$ cat config.mk
export PLATFORM = sky130hd
export DESIGN_NAME = serial_paralelo_alineado_flat
export DESIGN_NICKNAME = d
export VERILOG_FILES = /design/src/rtl/serial_paralelo_alineado_if.sv /design/src/rtl/serial_paralelo_alineado.sv /design/src/flat_wrapper.sv
export SDC_FILE = /design/constraint.sdc
export NUM_CORES = 1
export LEC_CHECK = 0
export ABC_AREA = 1
export BUFFER_PORTS_ARGS = -buffer_cell sky130_fd_sc_hd__buf_2
export CAP_MARGIN = 15
export CORE_MARGIN = 1.5
export CORE_UTILIZATION = 30
export DETAILED_ROUTE_END_ITERATION = 8
export PLACE_DENSITY_LB_ADDON = 0.05
export SLEW_MARGIN = 20
export SYNTH_ARGS = -nofsm -noshare
export SYNTH_HDL_FRONTEND = slang
export SYNTH_SLANG_ARGS = --single-unit
$ cat constraint.sdc
create_clock -name clk -period 1.7 [get_ports clk]
set_clock_uncertainty 0.05 [all_clocks]
set_input_delay 0.51 -clock clk [delete_from_list [all_inputs] [get_ports clk]]
set_output_delay 0.51 -clock clk [all_outputs]
set_load 0.05 [all_outputs]
$ cat src/rtl/serial_paralelo_alineado_if.sv
`default_nettype none
// ============================================================================
// Module   : serial_paralelo_alineado_if
// Brief    : Serial-in / aligned-word-out bundle for the comma-aligning
//            deserializer. The master drives the serial bit and its enable;
//            the slave returns aligned words plus lock status.
// Revision : 1.0 - initial release
// ============================================================================
interface serial_paralelo_alineado_if #(
  parameter int ANCHO = 10
) ();
  logic             enb;
  logic             entrada;
  logic [ANCHO-1:0] salidas;
  logic             valido;
  logic             es_coma;
  logic             sincronizado;
  logic [1:0]       estado;

  modport master (
    output enb, entrada,
    input  salidas, valido, es_coma, sincronizado, estado
  );

  modport slave (
    input  enb, entrada,
    output salidas, valido, es_coma, sincronizado, estado
  );
endinterface
`default_nettype wire

$ cat src/rtl/serial_paralelo_alineado.sv
`default_nettype none
// ============================================================================
// Module   : serial_paralelo_alineado
// Brief    : Deserializer that hunts for a comma pattern in a 1-bit stream,
//            locks word alignment after repeated aligned commas, emits one
//            aligned word per ANCHO enabled bits, and drops lock after
//            repeated misaligned commas.
// Revision : 1.0 - initial release
// ============================================================================
module serial_paralelo_alineado #(
  parameter int               ANCHO           = 10,
  parameter logic [ANCHO-1:0] COMA            = 10'b0011111010,
  parameter bit               AMBAS_DISP      = 1'b1,
  parameter int               COMAS_SYNC      = 3,
  parameter int               ERRORES_PERDIDA = 2
) (
  input  wire logic                    clk,
  input  wire logic                    rst,
  serial_paralelo_alineado_if.slave    bus
);

  localparam int FW = (ANCHO > 1) ? $clog2(ANCHO) : 1;
  localparam int CW = $clog2(COMAS_SYNC + 1);
  localparam int EW = $clog2(ERRORES_PERDIDA + 1);

  localparam logic [FW-1:0] C_FASE_ULT  = FW'(ANCHO - 1);
  localparam logic [CW-1:0] C_COMAS_MAX = CW'(COMAS_SYNC);
  localparam logic [CW-1:0] C_COMAS_UNO = CW'(1);
  localparam logic [EW-1:0] C_ERR_MAX   = EW'(ERRORES_PERDIDA);

  typedef enum logic [1:0] {
    HUNT = 2'b00,
    SYNC = 2'b01,
    LOCK = 2'b10
  } estado_t;

  estado_t          r_estado,    w_estado_n;
  logic [ANCHO-1:0] r_sr,        w_sr_n;
  logic [FW-1:0]    r_fase,      w_fase_n;
  logic [CW-1:0]    r_cnt_comas, w_cnt_comas_n;
  logic [EW-1:0]    r_cnt_err,   w_cnt_err_n;
  logic [ANCHO-1:0] r_salidas,   w_salidas_n;
  logic             r_valido,    w_valido_n;
  logic             r_es_coma,   w_es_coma_n;

  logic [ANCHO-1:0] w_ventana;
  logic             w_hay_coma;
  logic             w_frontera;
  logic [FW-1:0]    w_fase_inc;
  logic [CW-1:0]    w_comas_inc;
  logic [EW-1:0]    w_err_inc;

  // Window includes the bit being sampled now, so a comma is seen on its last bit
  assign w_ventana   = {r_sr[ANCHO-2:0], bus.entrada};
  assign w_hay_coma  = (w_ventana == COMA) || (AMBAS_DISP && (w_ventana == ~COMA));
  assign w_frontera  = (r_fase == C_FASE_ULT);
  assign w_fase_inc  = w_frontera ? '0 : r_fase + 1'b1;
  assign w_comas_inc = (r_cnt_comas == C_COMAS_MAX) ? r_cnt_comas : r_cnt_comas + 1'b1;
  assign w_err_inc   = (r_cnt_err == C_ERR_MAX) ? r_cnt_err : r_cnt_err + 1'b1;

  // Next-state and output decode; everything frozen unless enb is high
  always_comb begin
    w_estado_n    = r_estado;
    w_sr_n        = r_sr;
    w_fase_n      = r_fase;
    w_cnt_comas_n = r_cnt_comas;
    w_cnt_err_n   = r_cnt_err;
    w_salidas_n   = r_salidas;
    w_es_coma_n   = r_es_coma;
    w_valido_n    = 1'b0;

    if (bus.enb) begin
      w_sr_n = w_ventana;
      case (r_estado)
        HUNT: begin
          if (w_hay_coma) begin
            w_fase_n      = '0;
            w_cnt_comas_n = C_COMAS_UNO;
            if (COMAS_SYNC == 1) begin
              // Single-comma lock: this comma is also the first emitted word
              w_estado_n  = LOCK;
              w_cnt_err_n = '0;
              w_salidas_n = w_ventana;
              w_es_coma_n = 1'b1;
              w_valido_n  = 1'b1;
            end else begin
              w_estado_n = SYNC;
            end
          end
        end
        SYNC: begin
          w_fase_n = w_fase_inc;
          if (w_hay_coma) begin
            if (w_frontera) begin
              w_cnt_comas_n = w_comas_inc;
              if (w_comas_inc == C_COMAS_MAX) begin
                w_estado_n  = LOCK;
                w_cnt_err_n = '0;
                w_salidas_n = w_ventana;
                w_es_coma_n = 1'b1;
                w_valido_n  = 1'b1;
              end
            end else begin
              // Comma at a new phase: restart the count from this comma
              w_fase_n      = '0;
              w_cnt_comas_n = C_COMAS_UNO;
            end
          end
        end
        LOCK: begin
          w_fase_n = w_fase_inc;
          if (w_frontera) begin
            w_salidas_n = w_ventana;
            w_es_coma_n = w_hay_coma;
            w_valido_n  = 1'b1;
            if (w_hay_coma) begin
              w_cnt_err_n = '0;
            end
          end else if (w_hay_coma) begin
            w_cnt_err_n = w_err_inc;
            if (w_err_inc == C_ERR_MAX) begin
              // Drop lock; realignment waits for the next comma in HUNT
              w_estado_n    = HUNT;
              w_cnt_comas_n = '0;
            end
          end
        end
        default: begin
          w_estado_n = HUNT;
        end
      endcase
    end
  end

  // State register with synchronous reset
  always_ff @(posedge clk) begin
    if (rst) begin
      r_estado    <= HUNT;
      r_sr        <= '0;
      r_fase      <= '0;
      r_cnt_comas <= '0;
      r_cnt_err   <= '0;
      r_salidas   <= '0;
      r_valido    <= 1'b0;
      r_es_coma   <= 1'b0;
    end else begin
      r_estado    <= w_estado_n;
      r_sr        <= w_sr_n;
      r_fase      <= w_fase_n;
      r_cnt_comas <= w_cnt_comas_n;
      r_cnt_err   <= w_cnt_err_n;
      r_salidas   <= w_salidas_n;
      r_valido    <= w_valido_n;
      r_es_coma   <= w_es_coma_n;
    end
  end

  assign bus.salidas      = r_salidas;
  assign bus.valido       = r_valido;
  assign bus.es_coma      = r_es_coma;
  assign bus.sincronizado = (r_estado == LOCK);
  assign bus.estado       = r_estado;

endmodule
`default_nettype wire

$ cat src/flat_wrapper.sv
// flat-port wrapper written by rule: the top's interface ports become plain ports
module serial_paralelo_alineado_flat 
#(
  parameter int               ANCHO           = 10,
  parameter logic [ANCHO-1:0] COMA            = 10'b0011111010,
  parameter bit               AMBAS_DISP      = 1'b1,
  parameter int               COMAS_SYNC      = 3,
  parameter int               ERRORES_PERDIDA = 2
)
  (clk, rst, bus_enb, bus_entrada, bus_salidas, bus_valido, bus_es_coma, bus_sincronizado, bus_estado);
  serial_paralelo_alineado_if #(.ANCHO(ANCHO)) bus_i ();
  input  wire logic clk;
  input  wire logic rst;
  input wire logic [$bits(bus_i.enb)-1:0] bus_enb;
  input wire logic [$bits(bus_i.entrada)-1:0] bus_entrada;
  output wire logic [$bits(bus_i.salidas)-1:0] bus_salidas;
  output wire logic [$bits(bus_i.valido)-1:0] bus_valido;
  output wire logic [$bits(bus_i.es_coma)-1:0] bus_es_coma;
  output wire logic [$bits(bus_i.sincronizado)-1:0] bus_sincronizado;
  output wire logic [$bits(bus_i.estado)-1:0] bus_estado;
  assign bus_i.enb = bus_enb;
  assign bus_i.entrada = bus_entrada;
  assign bus_salidas = bus_i.salidas;
  assign bus_valido = bus_i.valido;
  assign bus_es_coma = bus_i.es_coma;
  assign bus_sincronizado = bus_i.sincronizado;
  assign bus_estado = bus_i.estado;
  serial_paralelo_alineado #(.ANCHO(ANCHO), .COMA(COMA), .AMBAS_DISP(AMBAS_DISP), .COMAS_SYNC(COMAS_SYNC), .ERRORES_PERDIDA(ERRORES_PERDIDA)) u_core (.clk(clk), .rst(rst), .bus(bus_i));
endmodule
; ---- After elaboration in Yosys (flattened, before gate mapping)
; Index checks and enable logic that the tools add are counted.
[word_totals]
latchBits = 0
register_bits = 31
mem_bits_ro = 0
inputBits = 4
n_memories = 0
ram_bits = 0
elab_cells = 79
output_inout_bits = 15
[op_classes]
shifts = 0
addsub = 3
reduce_logical = 10
mul = 0
magnitude_cmp = 0
n_eq_ne = 17
muxes = 40
bitwise_logic = 1
div = 0
[ops]
columns = op, count
row1 = 10-bit 2-to-1 mux, 4
row2 = 2-bit 2-to-1 mux, 17
row3 = 10-bit case mux with 2 select lines, 1
row4 = 4-bit 2-to-1 mux, 4
row5 = 2-bit by 1-bit != test with 1-bit output (second input constant), 7
row6 = 2-bit case mux with 3 select lines, 2
row7 = 4-bit case mux with 3 select lines, 1
row8 = 6-bit AND reduction, 2
row9 = 10-bit equality test (second input constant), 1
row10 = 10-bit by 8-bit equality test with 1-bit output (second input constant), 1
row11 = 2-bit equality test (second input constant), 5
row12 = 1-bit 2-to-1 mux, 8
row13 = 8-bit AND reduction, 1
row14 = 7-bit AND reduction, 1
row15 = 2-bit by 1-bit adder with 2-bit output (second input constant), 2
row16 = 4-bit by 1-bit adder with 4-bit output (second input constant), 1
row17 = 4-bit equality test (second input constant), 1
row18 = 1-bit case mux with 2 select lines, 2
row19 = 2-bit case mux with 2 select lines, 1
row20 = 3-bit AND reduction, 1
row21 = 3-bit nonzero test, 1
row22 = 2-bit by 1-bit equality test with 1-bit output (second input constant), 1
row23 = 2-bit zero test, 1
row24 = 2-bit != test (second input constant), 1
row25 = other kinds (4), 4

; ---- Longest topological paths before layout
; Gate-level depths: netlist of run 1.
[logic_depth]
depth_word = 7
mapped_depth = 13
mapped_depth_nobuf = 13

; ---- Least setup slack after synthesis of run 1
; No wires, ideal clock.
[synth_path]
path_kind = reg2reg
start = register u_core.r_estado[0] (netlist: u_core.bus.estado[0])
end = register u_core.r_cnt_comas[1]
arrival_ns = 1.936
path_slack_ns = -0.398
t_required_ns = 1.537
setup_ns = 0.113
period_less_slack_ns = 2.098
path_stages_with_launch = 11
n_path_buf = 0
cell_sequence = dfxtp_1 > inv_1 > ha_1 > nor2_1 > inv_1 > nand3_1 > nand2_1 > nor2_4 > nand2_1 > nand2_1 > nor2_1
[synth_between]
elab_chain_len = 3
elab_cells_between_ends = 11
cone_classes = eq/ne (7) / mux (1) / reduce/logical (3)
[synth_lines]
columns = element, line_no
row1 = "start, declared", serial_paralelo_alineado.sv:37  ; estado_t r_estado, w_estado_n;
row2 = "start signal, assigned", serial_paralelo_alineado.sv:147  ; r_estado <= w_estado_n;
row3 = 2-bit equality test (*), --
row4 = via bus_sincronizado, flat_wrapper.sv:19  ; output wire logic [$bits(bus_i.sincronizado)-1:0] bus_sincronizado;
row5 = "2-bit != test (no line), or another cell as far along", --
row6 = 7-bit AND reduction (no line), --
row7 = "end signal, assigned", serial_paralelo_alineado.sv:150  ; r_cnt_comas <= w_cnt_comas_n;
row8 = "end, declared", serial_paralelo_alineado.sv:40  ; logic [CW-1:0] r_cnt_comas, w_cnt_comas_n;
; The timed path passes the listed nets; every way through them passes the cells marked *.
; A chain may end at the register's enable or synchronous reset.

; ---- Worst setup path after layout of run 1
[layout_path]
start = register u_core.r_estado[0] (netlist: u_core.bus.estado[0])
end = register u_core.r_salidas[8] (netlist: u_core.bus.salidas[8])
[layout_between]
elab_chain_len = 3
elab_cells_between_ends = 9
cone_classes = eq/ne (6) / mux (1) / reduce/logical (2)
[layout_lines]
columns = element, line_no
row1 = 2-bit by 1-bit equality test with 1-bit output / 2-bit equality test (equally long branches), serial_paralelo_alineado.sv:74  ; case (r_estado)
row2 = 2-bit by 1-bit != test with 1-bit output (no line) / 2-bit nonzero test (equally long branches), --
row3 = 6-bit AND reduction (no line), --
row4 = "end signal, assigned", serial_paralelo_alineado.sv:152  ; r_salidas <= w_salidas_n;
row5 = "end, declared", serial_paralelo_alineado.sv:42  ; logic [ANCHO-1:0] r_salidas, w_salidas_n;
; Several ways; a longest one is shown, not always the timed one.

==> flow_summary.json, run 1 <==
{
  "p_comb_share_pct": 25.4,
  "synth.most_common_cell": "inv_1",
  "syn2layout_area_growth_pct": 29.52,
  "p_sw_share_pct": 33.23,
  "portBuffers": 18,
  "drive_gt1_share_pct": 33.85,
  "start_util_pct": 31.72,
  "outcome": "completed",
  "ant_nets": 0,
  "antenna_cells": 0,
  "clkPwrFrac_pct": 32.8,
  "clk_latency_ns": 0.28,
  "synth_area_leader_cell": "dfxtp_1",
  "hold_viol_final": 0,
  "synth_area_sq_um": 1662,
  "grt_setup_unrepaired": "yes",
  "wirelength_um": 3802,
  "power_mw": 1.982,
  "cts_buffer_depth": 2,
  "peakVddDrop_v": 0.0004322,
  "arrival_ns": 1.82,
  "via_per_inst": 4.382,
  "max_cap_violations": 0,
  "crit_required_ns": 1.86,
  "grt_pass1_vias": 1312,
  "min_period_ns": 1.658,
  "setup_viol": 0,
  "vias": 1446,
  "slew_viol_final": 0,
  "num-fill-cells": 570,
  "synth.top_cell.area_share_pct": 37.35,
  "powerDensity_nw_per_um2": 920.7,
  "grt_usage_pct": 12.96,
  "final_nets": 270,
  "io_pins": 19,
  "switchingPower_uw": 658.4,
  "grt_overflow": 0,
  "drt-pass1-iter-count": 4,
  "syn_avg_cell_area_sq_um": 7.320,
  "max_slew_margin_pct": 83.72,
  "cp-start-kind": "flop",
  "clock-sinks": 31,
  "crit_path_end_kind": "flop",
  "min_path_type": "in -> reg",
  "yosysWarnings": 0,
  "yosysSeqAreaShare_pct": 37.35,
  "synth_commonest_cells": "inv_1, nand2_1, dfxtp_1",
  "syn_nets": 238,
  "synth_cell_types": 27,
  "ys_seq_elements": 31,
  "tritoncts": "built",
  "fp.dieW_um": 77.42,
  "antenna_found_initial": 0,
  "grt_max_degree": 30,
  "die_area_sq_um": 5994,
  "synthCells": 227,
  "fin_crit_sh_pct": 97.54,
  "ctsRootBufferMaster": "clkbuf_8",
  "criticalPathCategory": "reg -> reg",
  "drc": 0,
  "synthArstFlopShare_pct": 0,
  "grt_pass1_wl_um": 6072,
  "path_max_fanout": 8,
  "clk_pin_slew_ns": 0.07,
  "drt-wirelength-per-cell_um": 11.52,
  "power_frac_seq_pct": 41.9,
  "synth-main-ff-cell": "dfxtp_1",
  "synth_area_leaders": "dfxtp_1, inv_1, nand2_1",
  "h-tree-depth": 2,
  "final_core_util_pct": 41.09,
  "cts-buffers-inserted": 5,
  "gp_congestion": 0.7541,
  "die_h_um": 77.42,
  "coreArea_sq_um": 5238,
  "hpwl_um": 2698,
  "worstMarginPinSlew_ns": 0.2436,
  "leakage_nw": 0.9409,
  "synth_edf_count": 0,
  "power.internal_mw": 1.323,
  "fmax_ghz": 0.6031,
  "first_iter_violations": 56,
  "rows": 26
}
==> logic make-up after synthesis <==
group                      Yosys count  synth area share [%]
adders and majority gates            7                 5.271
and+or+nand+nor                     90                 28.62
AOI/OAI and AO/OA                   50                 16.11
buffers and inverters               48                 12.12
DFF                                 31                 37.35
xor gates and xnor gates             1                0.5272
==> worst paths after layout <==
path         cells after the start  slack (ns)                          startpoint                            endpoint
max                              7        0.04   u_core.bus.estado[0]$_SDFFE_PP0P_  u_core.bus.salidas[8]$_SDFFE_PP0P_
min                              2        0.38                                 rst        u_core.bus.valido$_SDFF_PP0_
max reg2reg                      7        0.04   u_core.bus.estado[0]$_SDFFE_PP0P_  u_core.bus.salidas[8]$_SDFFE_PP0P_
min reg2reg                      2        0.39  u_core.bus.salidas[5]$_SDFFE_PP0P_  u_core.bus.salidas[5]$_SDFFE_PP0P_
==> placed cells by master (no fill, tap or decap), drive strengths merged <==
cell,count
dfxtp,31
o21ai,24
o2111ai,1
nand3,13
clkbuf,7
nor2,36
a21oi,24
nand2,38
buf,32
ha,7
o21a,1
nor3,3
inv,41
nand3b,1
xnor2,1
==> critical path, cell delays in order (launching register included) <==
cell and delay (ns):
dfxtp_4 0.38, inv_2 0.06, ha_1 0.33, nand2_2 0.10, a21oi_4 0.22, nand3_4 0.18, buf_6 0.16, a21oi_1 0.12
==> sequential cells by signal, summed over array words and instances, names as in the netlist <==
name and flops:
u_core.bus.es_coma 1, u_core.r_fase 4, u_core.r_cnt_err 2, u_core.r_sr 9
u_core.bus.valido 1, u_core.bus.estado 2, u_core.r_cnt_comas 2, u_core.bus.salidas 10
==> what timing repair did <==
action	in CTS	in global routing
setup endpoints to repair	1	22
pin swaps	1	5
gates resized for setup	3	30
cloned	0	1
hold buffers	0	0
buffers inserted	0	1
==> power by group through the flow <==
stage | Combinational [mW] | Sequential [mW] | Clock [mW]
3_3_place_gp | 0.454 | 0.841 | 0
4_1_cts | 0.459 | 0.824 | 0.679
3_5_place_dp | 0.452 | 0.840 | 0
2_1_floorplan | 0.247 | 0.932 | 0
5_1_grt | 0.556 | 0.836 | 0.706
6_report | 0.503 | 0.829 | 0.649
==> final cells by class <==
| type | instances | area, sq um | area share (%) |
|---|---|---|---|
| clock buffer | 7 | 96.34 | 4.477 |
| multi-input combinational | 149 | 955.9 | 44.42 |
| timing repair buffer | 32 | 225.2 | 10.47 |
| tap | 70 | 87.58 | 4.070 |
| clock inverter | 1 | 6.256 | 0.2907 |
| inverter | 40 | 150.1 | 6.977 |
| sequential | 31 | 630.6 | 29.30 |
==> per-layer routing <==
layer	GRT usage, %	wire length [um]	up-vias
met5	0	0	-
met4	6.000	27	0
met3	3.647	110	2
met2	19.04	1710	18
met1	17.43	1953	652
li1	-	-	774
==> metrics by stage <==
| step | worst slack [ns] | TNS (ns) | hold slack [ns] | area (sq um) | instances |
|---|---|---|---|---|---|
| after floorplan | 0.02111 | 0 | 0.3855 | 1672 | 227 |
| after global placement | -0.04883 | -0.3086 | 0.3844 | 1908 | 320 |
| after detailed placement | -0.06288 | -0.4568 | 0.3836 | 1908 | 320 |
| after CTS | -0.01143 | -0.01809 | 0.3744 | 2027 | 328 |
| after global routing | -0.05708 | -0.5201 | 0.3876 | 2152 | 330 |
| final | 0.04181 | 0 | 0.3804 | 2152 | 330 |
Power figures use the tool's default switching activity.
==> run 2, diff against run 1 <==
--- a/config.mk
+++ b/config.mk
@@ -10,6 +10,7 @@
 export CAP_MARGIN = 15
 export CORE_MARGIN = 1.5
 export CORE_UTILIZATION = 30
+export CTS_BUF_LIST = sky130_fd_sc_hd__clkbuf_16
 export DETAILED_ROUTE_END_ITERATION = 8
 export PLACE_DENSITY_LB_ADDON = 0.05
 export SLEW_MARGIN = 20
==> run 2 against run 1 <==
Effect of this change:
- maximum frequency is 0.54% higher
- largest cell class unchanged
- cell area is 1.5% higher
- utilization is 0.62 points higher
- register-to-register slack hardly changed
- flip-flop and latch count stayed put
- final cell count stayed put
- sequential share of layout area is 0.44 points lower
==> flow_summary.json, run 2 (synthesized netlist as in run 1, its figures left out) <==
{
  "hpwl_um": 2698,
  "grt_pass1_wl_um": 6085,
  "gp_congestion": 0.7541,
  "grt_overflow": 0,
  "cts_buffer_depth": 2,
  "first_iter_violations": 52,
  "cts-buffers-inserted": 5,
  "rows": 26,
  "criticalPathCategory": "reg -> reg",
  "grt_max_degree": 30,
  "ant_nets": 0,
  "drt-pass1-iter-count": 4,
  "min_to": "u_core.bus.valido$_SDFF_PP0_",
  "place_area_sq_um": 1908,
  "hold_path_depth": 2,
  "r2r_slack_ns": 0.05,
  "coreArea_sq_um": 5238,
  "max_cap_violations": 0,
  "finalSetupTns_ns": 0,
  "ff2ff_path_depth": 9,
  "cp-start-kind": "flop",
  "antenna_found_initial": 0,
  "fin_hold_ws_ns": 0.3890,
  "worstReg2RegEnd": "u_core.bus.salidas[0]$_SDFFE_PP0P_",
  "min-delay-start": "rst",
  "hold_viol_final": 0,
  "leakage_nw": 0.9527,
  "worstPathCellList": "inv_2, ha_4, nand2_4, nor2_4, nand2_4, a21oi_4, nand3_4, buf_6, a21oi_2",
  "arrival_ns": 1.81,
  "drc": 0,
  "die_h_um": 77.42,
  "cp.buffers_inverters": 2,
  "portBuffers": 18,
  "setup_viol": 0,
  "min_period_ns": 1.649,
  "mostFrequentLayoutCell": "inv_1",
  "drive_gt1_share_pct": 33.08,
  "start_util_pct": 31.72,
  "wirelength_um": 3789,
  "stdcell_area_sq_um": 2185,
  "grt_pass1_vias": 1309,
  "dp_cells": 320,
  "critPathMaxStageDelay_ns": 0.32,
  "powerDensity_nw_per_um2": 992.5,
  "clock-sinks": 31,
  "fin_crit_sh_pct": 97.02,
  "fmax_ghz": 0.6063,
  "tritoncts": "built",
  "fin_cells": 330,
  "peakVddDrop_v": 0.0004232,
  "cp_top_family": "simple AND/OR/NAND/NOR gates",
  "min_path_type": "in -> reg",
  "fp.dieW_um": 77.42,
  "io_pins": 19,
  "clk_latency_ns": 0.27,
  "reg2reg_from": "u_core.r_fase[1]$_SDFFE_PP0P_",
  "outcome": "completed",
  "via_per_inst": 4.379,
  "h-tree-depth": 2,
  "crit_path_end_kind": "flop",
  "die_area_sq_um": 5994,
  "layout_common_cells": "inv_1, nand2_1, nor2_1",
  "syn2layout_area_growth_pct": 31.48,
  "largest_reg_flops": 10,
  "clk_pin_slew_ns": 0.05,
  "worstMarginPinSlew_ns": 0.2525,
  "ctsRootBufferMaster": "clkbuf_16",
  "path_max_fanout": 8,
  "power_mw": 2.168,
  "grt_setup_unrepaired": "yes",
  "cp_common_cell": "nand2_4",
  "final_nets": 270,
  "vias": 1445,
  "antenna_cells": 0,
  "grt_usage_pct": 12.94,
  "slew_viol_final": 0,
  "max_slew_margin_pct": 83.13,
  "crit_required_ns": 1.86,
  "crit_slowest_cell": "dfxtp_2",
  "drt-wirelength-per-cell_um": 11.48
}
## run 2: how the worst max path moves through the flow
stage,slack [ns],startpoint,cells past startpoint,to
after detailed placement,-0.06,bus_entrada,9,u_core.bus.salidas[9]$_SDFFE_PP0P_
after CTS,-0.004,u_core.bus.estado[0]$_SDFFE_PP0P_,3,bus_sincronizado
after global placement,-0.05,bus_entrada,9,u_core.bus.salidas[6]$_SDFFE_PP0P_
after global routing,-0.07,u_core.r_fase[1]$_SDFFE_PP0P_,9,u_core.bus.salidas[2]$_SDFFE_PP0P_
after floorplan,0.02,u_core.bus.estado[1]$_SDFFE_PP0P_,11,u_core.r_cnt_comas[1]$_SDFFE_PP0P_
final,0.05,u_core.r_fase[1]$_SDFFE_PP0P_,9,u_core.bus.salidas[0]$_SDFFE_PP0P_
## run 2: timing repair
action,CTS,global route
hold buffers,0,0
hold endpoints to repair,0,0
cloned,0,1
pin swaps,0,7
setup buffers,0,1
endpoints found under the setup margin,1,22
resized for setup,2,31
## run 2: report_power, final
group,switching [mW],internal (mW),total [mW]
combinational,0.334,0.167,0.501
sequential,0.0437,0.785,0.829
clock,0.307,0.532,0.838
## run 2: stage by stage
stage	utilization [%]	setup slack [ns]
3_5_place_dp	36.43	-0.06288
2_1_floorplan	-	0.02111
6_report	41.71	0.05066
4_1_cts	39.20	-0.004499
5_1_grt	41.71	-0.07170
3_3_place_gp	36.43	-0.04883
## run 2: routing by layer
metal  share of wire (%)  track usage (%)  vias to the layer above
met5                   0                0                        -
met4                 1.1            5.455                        0
met3                 2.4            3.647                        4
met2                  44            19.12                       16
met1                  52            17.50                      643
li1                    -                -                      782
## run 2: final cells by class
cell class	instances	area, sq um
fill	568	3053
multi-input combinational	149	952.2
sequential	31	630.6
timing repair buffer	32	225.2
inverter	40	150.1
clock buffer	5	125.1
tap	70	87.58
clock inverter	3	13.76
